$ cat src/rtl/cordic_ci_master.sv
`timescale 1ns/1ps
// cordic_ci_master: drives the multi-cycle custom-instruction handshake of a
// CORDIC cosine slave from a valid/ready operand stream. One operation is in
// flight at a time. Results come back in order through a small result FIFO.
// Optional abort path: define CORDIC_CI_MASTER_TIMEOUT_EN to add the wait
// counter, the FLUSH state and the per-entry timeout flag.
module cordic_ci_master #(
  parameter int FIFO_DEPTH = 4,
  parameter int TIMEOUT    = 64
) (
  input  logic        clock,
  input  logic        aclr_n,
  input  logic        in_valid,
  output logic        in_ready,
  input  logic [31:0] in_data,
  output logic        ci_aclr,
  output logic        ci_clk_en,
  output logic        ci_start,
  output logic [31:0] ci_dataa,
  input  logic [31:0] ci_result,
  input  logic        ci_done,
  output logic        out_valid,
  input  logic        out_ready,
  output logic [31:0] out_data,
  output logic        out_timeout,
  output logic        busy
);

  localparam int          PW       = $clog2(FIFO_DEPTH);
  localparam logic [PW:0] FULL_CNT = (PW+1)'(FIFO_DEPTH);

`ifdef CORDIC_CI_MASTER_TIMEOUT_EN
  localparam int         EW       = 33;
  localparam logic [7:0] TO_LIMIT = 8'(TIMEOUT);
`else
  localparam int         EW       = 32;
`endif

  // Reject illegal configurations at elaboration rather than misbehave later.
  if (FIFO_DEPTH < 2 || (FIFO_DEPTH & (FIFO_DEPTH - 1)) != 0) begin : g_bad_depth
    $error("cordic_ci_master: FIFO_DEPTH must be a power of two >= 2");
  end
  if (TIMEOUT < 2 || TIMEOUT > 255) begin : g_bad_timeout
    $error("cordic_ci_master: TIMEOUT must be in 2..255");
  end

`ifdef CORDIC_CI_MASTER_TIMEOUT_EN
  typedef enum logic [2:0] {INIT, IDLE, ISSUE, WAIT, FLUSH} state_e;
`else
  typedef enum logic [1:0] {INIT, IDLE, ISSUE, WAIT} state_e;
`endif

  state_e      state_q;
  logic        init_q;     // INIT spends its first cycle idle, then pulses the clear
  logic [31:0] op_q;
  logic        aclr_q;
  logic        clken_q;
  logic        start_q;
  logic        busy_q;
`ifdef CORDIC_CI_MASTER_TIMEOUT_EN
  logic [7:0]  wcnt_q;
  logic        to_hit;
`endif

  // FIFO state
  logic [EW-1:0] mem [FIFO_DEPTH];
  logic [PW-1:0] wptr_q, rptr_q;
  logic [PW:0]   cnt_q, cnt_d;
  logic          push, pop;
  logic [EW-1:0] push_ent;
  logic [EW-1:0] head;

  // done is only looked at in WAIT, so a level left over from the previous
  // operation can never complete the current one.
`ifdef CORDIC_CI_MASTER_TIMEOUT_EN
  assign to_hit   = (wcnt_q == TO_LIMIT);
  assign push     = (state_q == WAIT) && (ci_done || to_hit);
  assign push_ent = ci_done ? {1'b0, ci_result} : {1'b1, 32'h0};
`else
  assign push     = (state_q == WAIT) && ci_done;
  assign push_ent = ci_result;
`endif

  assign out_valid = (cnt_q != '0);
  assign pop       = out_valid && out_ready;
  assign head      = mem[rptr_q];
  assign out_data  = out_valid ? head[31:0] : 32'h0;
`ifdef CORDIC_CI_MASTER_TIMEOUT_EN
  assign out_timeout = out_valid & head[32];
`else
  assign out_timeout = 1'b0;
`endif

  // Accepting only with a free slot guarantees the eventual push never stalls.
  assign in_ready  = (state_q == IDLE) && (cnt_q != FULL_CNT);

  assign ci_aclr   = aclr_q;
  assign ci_clk_en = clken_q;
  assign ci_start  = start_q;
  assign ci_dataa  = op_q;
  assign busy      = busy_q;

  // Control FSM; slave-facing strobes are registered for the state being entered.
  always_ff @(posedge clock or negedge aclr_n) begin
    if (!aclr_n) begin
      state_q <= INIT;
      init_q  <= 1'b0;
      op_q    <= 32'h0;
      aclr_q  <= 1'b0;
      clken_q <= 1'b0;
      start_q <= 1'b0;
      busy_q  <= 1'b0;
`ifdef CORDIC_CI_MASTER_TIMEOUT_EN
      wcnt_q  <= 8'd0;
`endif
    end else begin
      aclr_q  <= 1'b0;
      clken_q <= 1'b0;
      start_q <= 1'b0;
      busy_q  <= 1'b0;
      case (state_q)
        INIT: begin
          if (!init_q) begin
            init_q  <= 1'b1;
            aclr_q  <= 1'b1;
            clken_q <= 1'b1;
          end else begin
            state_q <= IDLE;
          end
        end
        IDLE: begin
          if (in_valid && in_ready) begin
            op_q    <= in_data;
            state_q <= ISSUE;
            start_q <= 1'b1;
            clken_q <= 1'b1;
            busy_q  <= 1'b1;
          end
        end
        ISSUE: begin
          state_q <= WAIT;
          clken_q <= 1'b1;
          busy_q  <= 1'b1;
`ifdef CORDIC_CI_MASTER_TIMEOUT_EN
          wcnt_q  <= 8'd1;
`endif
        end
        WAIT: begin
          if (ci_done) begin
            state_q <= IDLE;
`ifdef CORDIC_CI_MASTER_TIMEOUT_EN
          end else if (to_hit) begin
            state_q <= FLUSH;
            aclr_q  <= 1'b1;
            clken_q <= 1'b1;
            busy_q  <= 1'b1;
          end else begin
            wcnt_q  <= wcnt_q + 8'd1;
            clken_q <= 1'b1;
            busy_q  <= 1'b1;
`else
          end else begin
            clken_q <= 1'b1;
            busy_q  <= 1'b1;
`endif
          end
        end
`ifdef CORDIC_CI_MASTER_TIMEOUT_EN
        FLUSH: state_q <= IDLE;
`endif
        default: state_q <= IDLE;
      endcase
    end
  end

  // Occupancy: simultaneous push and pop cancel out; pop is already gated by non-empty.
  always_comb begin
    cnt_d = cnt_q;
    if (push && !pop)      cnt_d = cnt_q + (PW+1)'(1);
    else if (!push && pop) cnt_d = cnt_q - (PW+1)'(1);
  end

  // FIFO pointers and count; pointers wrap naturally at the power-of-two depth.
  always_ff @(posedge clock or negedge aclr_n) begin
    if (!aclr_n) begin
      wptr_q <= '0;
      rptr_q <= '0;
      cnt_q  <= '0;
    end else begin
      if (push) wptr_q <= wptr_q + PW'(1);
      if (pop)  rptr_q <= rptr_q + PW'(1);
      cnt_q <= cnt_d;
    end
  end

  // FIFO storage; contents are don't-care while the count says empty.
  always_ff @(posedge clock) begin
    if (push) mem[wptr_q] <= push_ent;
  end

endmodule

$ cat config.mk
export PLATFORM = sky130hd
export DESIGN_NAME = cordic_ci_master
export DESIGN_NICKNAME = d
export VERILOG_FILES = /design/src/rtl/cordic_ci_master.sv
export SDC_FILE = /design/constraint.sdc
export NUM_CORES = 1
export LEC_CHECK = 0
export CAP_MARGIN = 5
export CORE_MARGIN = 3
export CORE_UTILIZATION = 48
export CTS_BUF_LIST = sky130_fd_sc_hd__clkbuf_8
export DETAILED_ROUTE_END_ITERATION = 6
export PLACE_DENSITY = 0.78
export SLEW_MARGIN = 20
export SYNTH_ARGS = -nofsm -noshare
export SYNTH_HDL_FRONTEND = slang
export SYNTH_SLANG_ARGS = --single-unit
export TNS_END_PERCENT = 30
$ cat constraint.sdc
create_clock -name clock -period 2.05 [get_ports clock]
set_clock_uncertainty 0.15 [all_clocks]
set_input_delay 0.615 -clock clock [delete_from_list [all_inputs] [get_ports clock]]
set_output_delay 0.615 -clock clock [all_outputs]
set_load 0.02 [all_outputs]
# Word-level counts from Yosys, hierarchy flattened
# Memories as Yosys holds them, arrays and structs flattened.
# Cells that the tools add are included.
dict set report totals {
  out_inout_bits 71
  in_bits 69
  elab_cells 51
  memories 1
  register_bits 46
  ram_bits 128
}
# name words word_bits read_ports rd_ports_with_merged_regs wr line
set mem_list {}
lappend mem_list {mem 4 32 1 0 1 66} ;# logic [EW-1:0] mem [FIFO_DEPTH];
dict set report op_classes {
  n_mux 16
  eq_ne 7
  n_reduce_logical 13
  addsub 4
}
# cell count
set op_table {}
lappend op_table {{32-bit 2-to-1 mux} 1}
lappend op_table {{2-bit case mux with 4 select lines} 1}
lappend op_table {{1-bit 2-to-1 mux} 7}
lappend op_table {{1-bit logical AND} 6}
lappend op_table {{2-bit 2-to-1 mux} 3}
lappend op_table {{3-bit 2-to-1 mux} 2}
lappend op_table {{2-bit by 1-bit adder with 2-bit output, second input constant} 2}
lappend op_table {{2-bit == test, second input constant} 2}
lappend op_table {{2-bit != test, second input constant} 2}
lappend op_table {{1-bit case mux with 4 select lines} 1}
lappend op_table {{3-bit by 1-bit adder with 3-bit output, second input constant} 1}
lappend op_table {{3-bit != test, second input constant} 1}
lappend op_table {{1-bit case mux with 3 select lines} 1}
lappend op_table {{3-bit AND reduction} 1}
lappend op_table {{3-bit nonzero test} 1}
lappend op_table {{3-bit by 1-bit subtractor with 3-bit output, second input constant} 1}
lappend op_table {{2-bit by 1-bit == test with 1-bit output, second input constant} 1}
lappend op_table {{1-bit zero test} 2}
lappend op_table {{2-bit zero test} 1}
lappend op_table {{2-bit by 1-bit != test with 1-bit output, second input constant} 1}
lappend op_table {{2-bit AND reduction} 1}
lappend op_table {{2-bit nonzero test} 1}

# Depth between registers and ports, before layout
# Gate-level depths: netlist (run 1).
dict set report logic_depth {
  depth_word 6
  mapped_depth 9
  ltp_nobuf 9
}

# Least setup slack after synthesis (run 1)
# Ideal clock, no wire load.
dict set report synth_timing {
  path_kind {flip-flop to flip-flop}
  startpoint {register cnt_q[1]}
  endpoint {register cnt_q[2]}
  path_buffers 1
  path_stages_with_launch 10
  period_less_slack_ps 2210
  arrival_time_ps 1981
  setup_slack_ps -160
  required_ps 1821
  setup_time_ps 79
  cell_sequence {dfrtp_1 or3_1 clkbuf_1 nand2_1 ha_1 inv_1 fa_1 xor2_1 nor2_1 xor2_1}
}
dict set report synth_via {
  elab_chain_cells 5
  word_cells_on_any_way 10
  classes_between {add/sub: 2; mux: 2; reduce/logical: 6}
}
# item line
set synth_rtl {}
lappend synth_rtl {{start: declaration} 68} ;# logic [PW:0] cnt_q, cnt_d;
lappend synth_rtl {{start signal: assignment} 192} ;# cnt_q <= cnt_d;
lappend synth_rtl {{branches (longest 5 deep; another with 3-bit by 1-bit subtractor with 3-bit output)} -}
# Several ways; the timed one is not identified. The select of a mux whose other input is x is not followed.
# A chain may end at the register's enable or synchronous reset.

# Worst setup path in the final report (run 1)
dict set report layout_timing {
  startpoint {register rptr_q[0]}
  endpoint {output port out_data[22]}
}
dict set report layout_via {
  elab_chain_cells 2
}
# item line
set layout_rtl {}
lappend layout_rtl {{start: declaration} 67} ;# logic [PW-1:0] wptr_q, rptr_q;
lappend layout_rtl {{start signal: assignment} 191} ;# if (pop) rptr_q <= rptr_q + PW'(1);
lappend layout_rtl {{memory read 4 x 32 bit} -}
lappend layout_rtl {{32-bit 2-to-1 mux} 87} ;# assign out_data = out_valid ? head[31:0] : 32'h0;
lappend layout_rtl {{end: declaration} 24} ;# output logic [31:0] out_data,
# Every way passes these cells.

==> reports/qor.yml, run 1 <==
rows: 43
ys_types: 34
initial_core_util_pct: 49.1
cp_cell_sequence: "buf_6 -> buf_12 -> mux4_2 -> and2_4 -> buf_6"
period_minus_slack_ns: 2.70
setup_tns_ns: -20.29
setup_viol: 36
syn2layout_area_growth_pct: 38.1
vdd_drop_max_mv: 0.869
clk_latency_ns: 0.44
antenna_found_initial: 1
grt_pass1_wl_mm: 22.0
status: "finished with violations"
io_buffer_count: 138
fmax_mhz: 370
p_total_mw: 14.4
dieArea_mm2: 0.0157
synth.top_cell.area_share_pct: 56.1
p_per_area_mw_per_mm2: 1520
yosys.area.top_type: "edfxtp_1"
dp_slack_ns: -0.581
firstDrtPassIters: 4
final_area_mm2: 0.00946
dieWidth_um: 125
worst_slack_ns: -0.655
wl_per_cell_um: 18.6
power.leakage_nw: 3.64
tritoncts: "built"
async_flop_share_pct: 26.4
violations: "setup timing"
layout-drive-gt1-share_pct: 41.1
netlist_area_mm2: 0.00685
vias_per_cell: 5.13
endpoint_kind: "output port"
gr-total-overflow: 0
cp_slowest_cell: "mux4_2"
htreeDepth: 4
clockBufferDepth: 2
yosys_warnings: 0
crit_path_frequent_cell: "buf_6"
synth-xor-area-share_pct: 0.767
synth_top_family_by_area: "multiplexers"
gp_congestion: 0.755
synth.avg_cell_area_um2: 20.2
vias: 3671
synth_edf_count: 128
path_class: "flop to output port"
syn_inst: 339
whs_ns: 0.354
synthFlopType: "edfxtp_1"
stdcell_count: 715
yosysSeqAreaShare_pct: 72.9
place_area_mm2: 0.00883
cpPeakStageDelay_ns: 0.52
dp.cells: 677
clk_transition_reported_paths_ns: 0.08
hold_path.class: "flop to flop"
drv_cap: 0
cts_buffers: 17
drt_iter0_drc: 243
synthesis.nets: 420
drc: 0
routed_wl_mm: 13.3
dp_hpwl_mm: 9.14
cp-start-kind: "flop"
grt_max_degree: 36
synth_fa_ha_area_share_pct: 2.30
synth_compound_area_share_pct: 0.658
fin_util_pct: 67.9
diodes: 0
yosys-top-cells-area: "edfxtp_1 56%, dfrtp_1 17%, mux4_2 11%"
hold_viol_final: 0
synth-seq-cells: 174
post-route-period-util_pct: 132
slew_violations: 0
die_y_um: 125
clock_sinks: 174
io_pins: 140
nNetsFinal: 603
required_ns: 1.28
core_area_mm2: 0.0139
track_usage_pct: 18.3
yosys.area_share.simple_pct: 4.77
grt_pass1_vias: 4144
antenna_left: 0
synth_mux_area_share_pct: 16.3
arrival_ns: 1.94
rsz0062_at_grt: "yes"
root_buffer: "clkbuf_8"
worst-path-max-fanout: 7
## cells by family after synthesis
family,after synthesis
and+or+nand+nor,51
AOI/OAI and AO/OA,4
adders and majority gates,12
other,1
buffers and inverters,24
xor gates and xnor gates,6
DFF,174
muxes,67
## cell type report
class	count	area, um^2
Clock buffer	21	289
Clock inverter	11	188
Fill cell	935	4480
Inverter	8	30.0
Multi-Input combinational cell	141	1820
Sequential cell	174	5000
Tap cell	180	225
Timing Repair Buffer	180	1910
## Yosys cell counts (3+ instances only)
cell type / count
xnor2_1: 4
mux2_2: 33
ha_1: 11
inv_1: 8
edfxtp_1: 128
buf_2: 3
buf_8: 3
and2_1: 32
buf_4: 3
clkbuf_1: 5
dfrtp_1: 46
mux4_2: 32
and3_1: 4
## power breakdown
group | switching, mW | leakage (nW) | internal (mW)
Combinational | 3.03 | 1.69 | 3.79
Clock | 1.14 | 0.245 | 1.58
Sequential | 0.314 | 1.70 | 4.55
## cell usage in the layout (no fill, tap or decap), drive strengths merged, types with 2 or more instances in the layout
master         instances
bufinv                 5
xor2                   2
inv                   10
clkdlybuf4s50         67
edfxtp               128
and2                  33
nand2                  2
dlygate4sd2           36
clkinv                 3
nor2                   2
dfrtp                 46
nor2b                  2
mux2                  34
buf                   76
mux4                  32
ha                    11
nand3                  3
and3                   4
xnor2                  4
clkbuf                21
## worst paths after layout
kind / from / end / slack [ns] / cells after the start
worst max register to register: cnt_q[2] / cnt_q[2] / -0.17 / 9
worst max-delay path: rptr_q[0] / out_data[22] / -0.65 / 5
max in group asynchronous: aclr_n / ci_dataa[5] / 0.78 / 3
worst min-delay path: ci_dataa[29] / ci_dataa[29] / 0.35 / 1
worst min register to register: ci_dataa[29] / ci_dataa[29] / 0.35 / 1
min in group asynchronous: aclr_n / ci_dataa[9] / 0.48 / 2
## repair_timing
item / in CTS / in global routing
setup buffers: 4 / 0
hold buffers: 1 / 0
hold endpoints to repair: 15 / 0
setup endpoints to repair: 73 / 37
gates resized for setup: 257 / 14
pin swaps: 10 / 0
cloned: 1 / 0
## per-layer routing
| metal | wire, um | global-route usage [%] |
|---|---|---|
| met1 | 4990 | 21.3 |
| met2 | 6860 | 30.7 |
| met3 | 1310 | 8.71 |
| met4 | 132 | 4.46 |
| met5 | 20 | 0 |
## state kept, by name, summed over array words and instances, names as in the netlist
name	flops
busy	1
ci_clk_en	1
wptr_q	2
state_q	2
ci_aclr	1
ci_dataa	32
rptr_q	2
init_q	1
mem	128
ci_start	1
cnt_q	3
## critical path, delay by kind of cell (launching register included)
family / cells / cell delay [ns]
mux: 1 / 0.52
flops: 1 / 0.42
simple gates: 1 / 0.16
buf+inv: 3 / 0.40
Power figures use the tool's default switching activity.
==> run 2, diff against run 1 <==
Settings changed: CTS_BUF_LIST sky130_fd_sc_hd__clkbuf_8 to sky130_fd_sc_hd__clkbuf_2.
==> reports/qor.yml, run 2 (synthesis results as in run 1) <==
dieWidth_um: 125
status: "finished with violations"
layout_commonest_cell: "edfxtp_1"
dp_hpwl_mm: 9.14
place_area_mm2: 0.00883
crit_start: "rptr_q[0]"
fillers: 948
syn2layout_area_growth_pct: 35.4
io_buffer_count: 138
hold_path.class: "input pin to asynchronous set/reset pin"
clock_sinks: 174
worst-path-max-fanout: 7
rows: 43
post-route-period-util_pct: 146
clk_transition_reported_paths_ns: 0.23
setup_viol: 38
hold_viol_final: 0
gr-total-overflow: 0
vdd_drop_max_mv: 0.784
power_frac_clock_pct: 14.4
worstReg2RegEnd: "cnt_q[2]"
drc: 0
clockBufferDepth: 2
cp-endpoint: "out_data[22]"
tritoncts: "built"
cts_buffers: 17
antenna_found_initial: 1
regMostFlops: "mem"
vias: 3724
die_y_um: 125
seq_area_mm2: 0.00500
p_total_mw: 13.9
dp_slack_ns: -0.581
core_area_mm2: 0.0139
grt_max_degree: 36
diodes: 0
whs_ns: 0.186
power.leakage_nw: 3.56
firstDrtPassIters: 4
track_usage_pct: 17.9
grt_pass1_wl_mm: 21.7
r2r_slack_ns: -0.19
fmax_mhz: 335
required_ns: 1.28
wl_per_cell_um: 18.6
nNetsFinal: 605
seqPwrFrac_pct: 35.3
power_switching_share_pct: 32.2
mostFrequentLayoutCells: "128 x edfxtp_1, 67 x clkdlybuf4s50_1, 55 x buf_6, 45 x dfrtp_1, 33 x and2_4"
cp-start-kind: "flop"
routed_wl_mm: 13.3
p_switching_mw: 4.46
multi_input_area_mm2: 0.00182
clk_latency_ns: 0.69
grt_pass1_vias: 4172
slew_violations: 0
gp_congestion: 0.755
arrival_ns: 2.22
violations: "setup timing"
drv_cap: 0
endpoint_kind: "output port"
final_area_mm2: 0.00927
stdcell_count: 717
root_buffer: "clkbuf_2"
htreeDepth: 4
period_minus_slack_ns: 2.99
p_int_mw: 9.40
drt_iter0_drc: 236
antenna_left: 0
initial_core_util_pct: 49.1
vias_per_cell: 5.19
largest_reg_flops: 128
dieArea_mm2: 0.0157
io_pins: 140
comb_power_share_pct: 50.3
rr_worst_depth: 9
reg2reg_from: "cnt_q[2]"
worst_slack_ns: -0.935
dp.cells: 677
rsz0062_at_grt: "yes"
layout-drive-gt1-share_pct: 47.7
p_per_area_mw_per_mm2: 1500
path_class: "flop to output port"
-- run 2: power groups by stage --
stage | combinational, mW | sequential (mW) | clock [mW]
6_report | 6.98 | 4.89 | 1.99
4_1_cts | 6.42 | 4.86 | 2.06
3_3_place_gp | 6.40 | 4.90 | 0
3_5_place_dp | 6.50 | 4.95 | 0
2_1_floorplan | 3.39 | 5.32 | 0
5_1_grt | 7.45 | 4.98 | 2.21
-- run 2: area by class of cell --
cell class                 instances  share of cell area [%]
clock buffer                      19                    1.03
multi-input combinational        141                    19.6
timing repair buffer             182                    20.6
inverter                           8                   0.324
tap                              180                    2.43
sequential                       174                    53.9
clock inverter                    13                    2.11
-- run 2: worst min path at each step --
stage / startpoint / to / slack (ns) / depth (start not counted)
3_3_place_gp: init_q / init_q / 0.33 / 1
3_5_place_dp: ci_dataa[15] / ci_dataa[15] / 0.34 / 1
6_report: aclr_n / init_q / 0.19 / 2
2_1_floorplan: aclr_n / busy / 0.17 / 0
5_1_grt: aclr_n / init_q / 0.11 / 2
4_1_cts: aclr_n / init_q / 0.12 / 2
-- run 2: metal layers --
| metal | part of all wire, % | GRT usage, % | up-vias |
|---|---|---|---|
| met1 | 37 | 20.7 | 1891 |
| met4 | 1.0 | 5.23 | 2 |
| met2 | 52 | 30.7 | 150 |
| met5 | 0.15 | 0 | - |
| li1 | - | - | 1669 |
| met3 | 9.5 | 7.60 | 12 |
-- run 2: per-stage QoR --
step	util (%)	setup TNS [ns]
5_1_grt	66.5	-40.05
2_1_floorplan	-	-0.771
3_5_place_dp	63.4	-28.38
6_report	66.5	-30.43
4_1_cts	64.8	-36.36
3_3_place_gp	63.4	-26.18
-- run 2: critical path, stage by stage (launching register included) --
cell	delay (ns)
dfrtp_2	0.45
buf_6	0.14
buf_12	0.13
mux4_2	0.52
and2_4	0.16
buf_6	0.12
-- run 2: timing repair --
item                                   in CTS  in global routing
setup buffers                               4                  1
pin swaps                                   4                  1
resized for setup                         345                 66
endpoints found under the hold margin      46                  0
hold buffers                                1                  0
cloned                                      1                  1
setup endpoints to repair                  73                 73
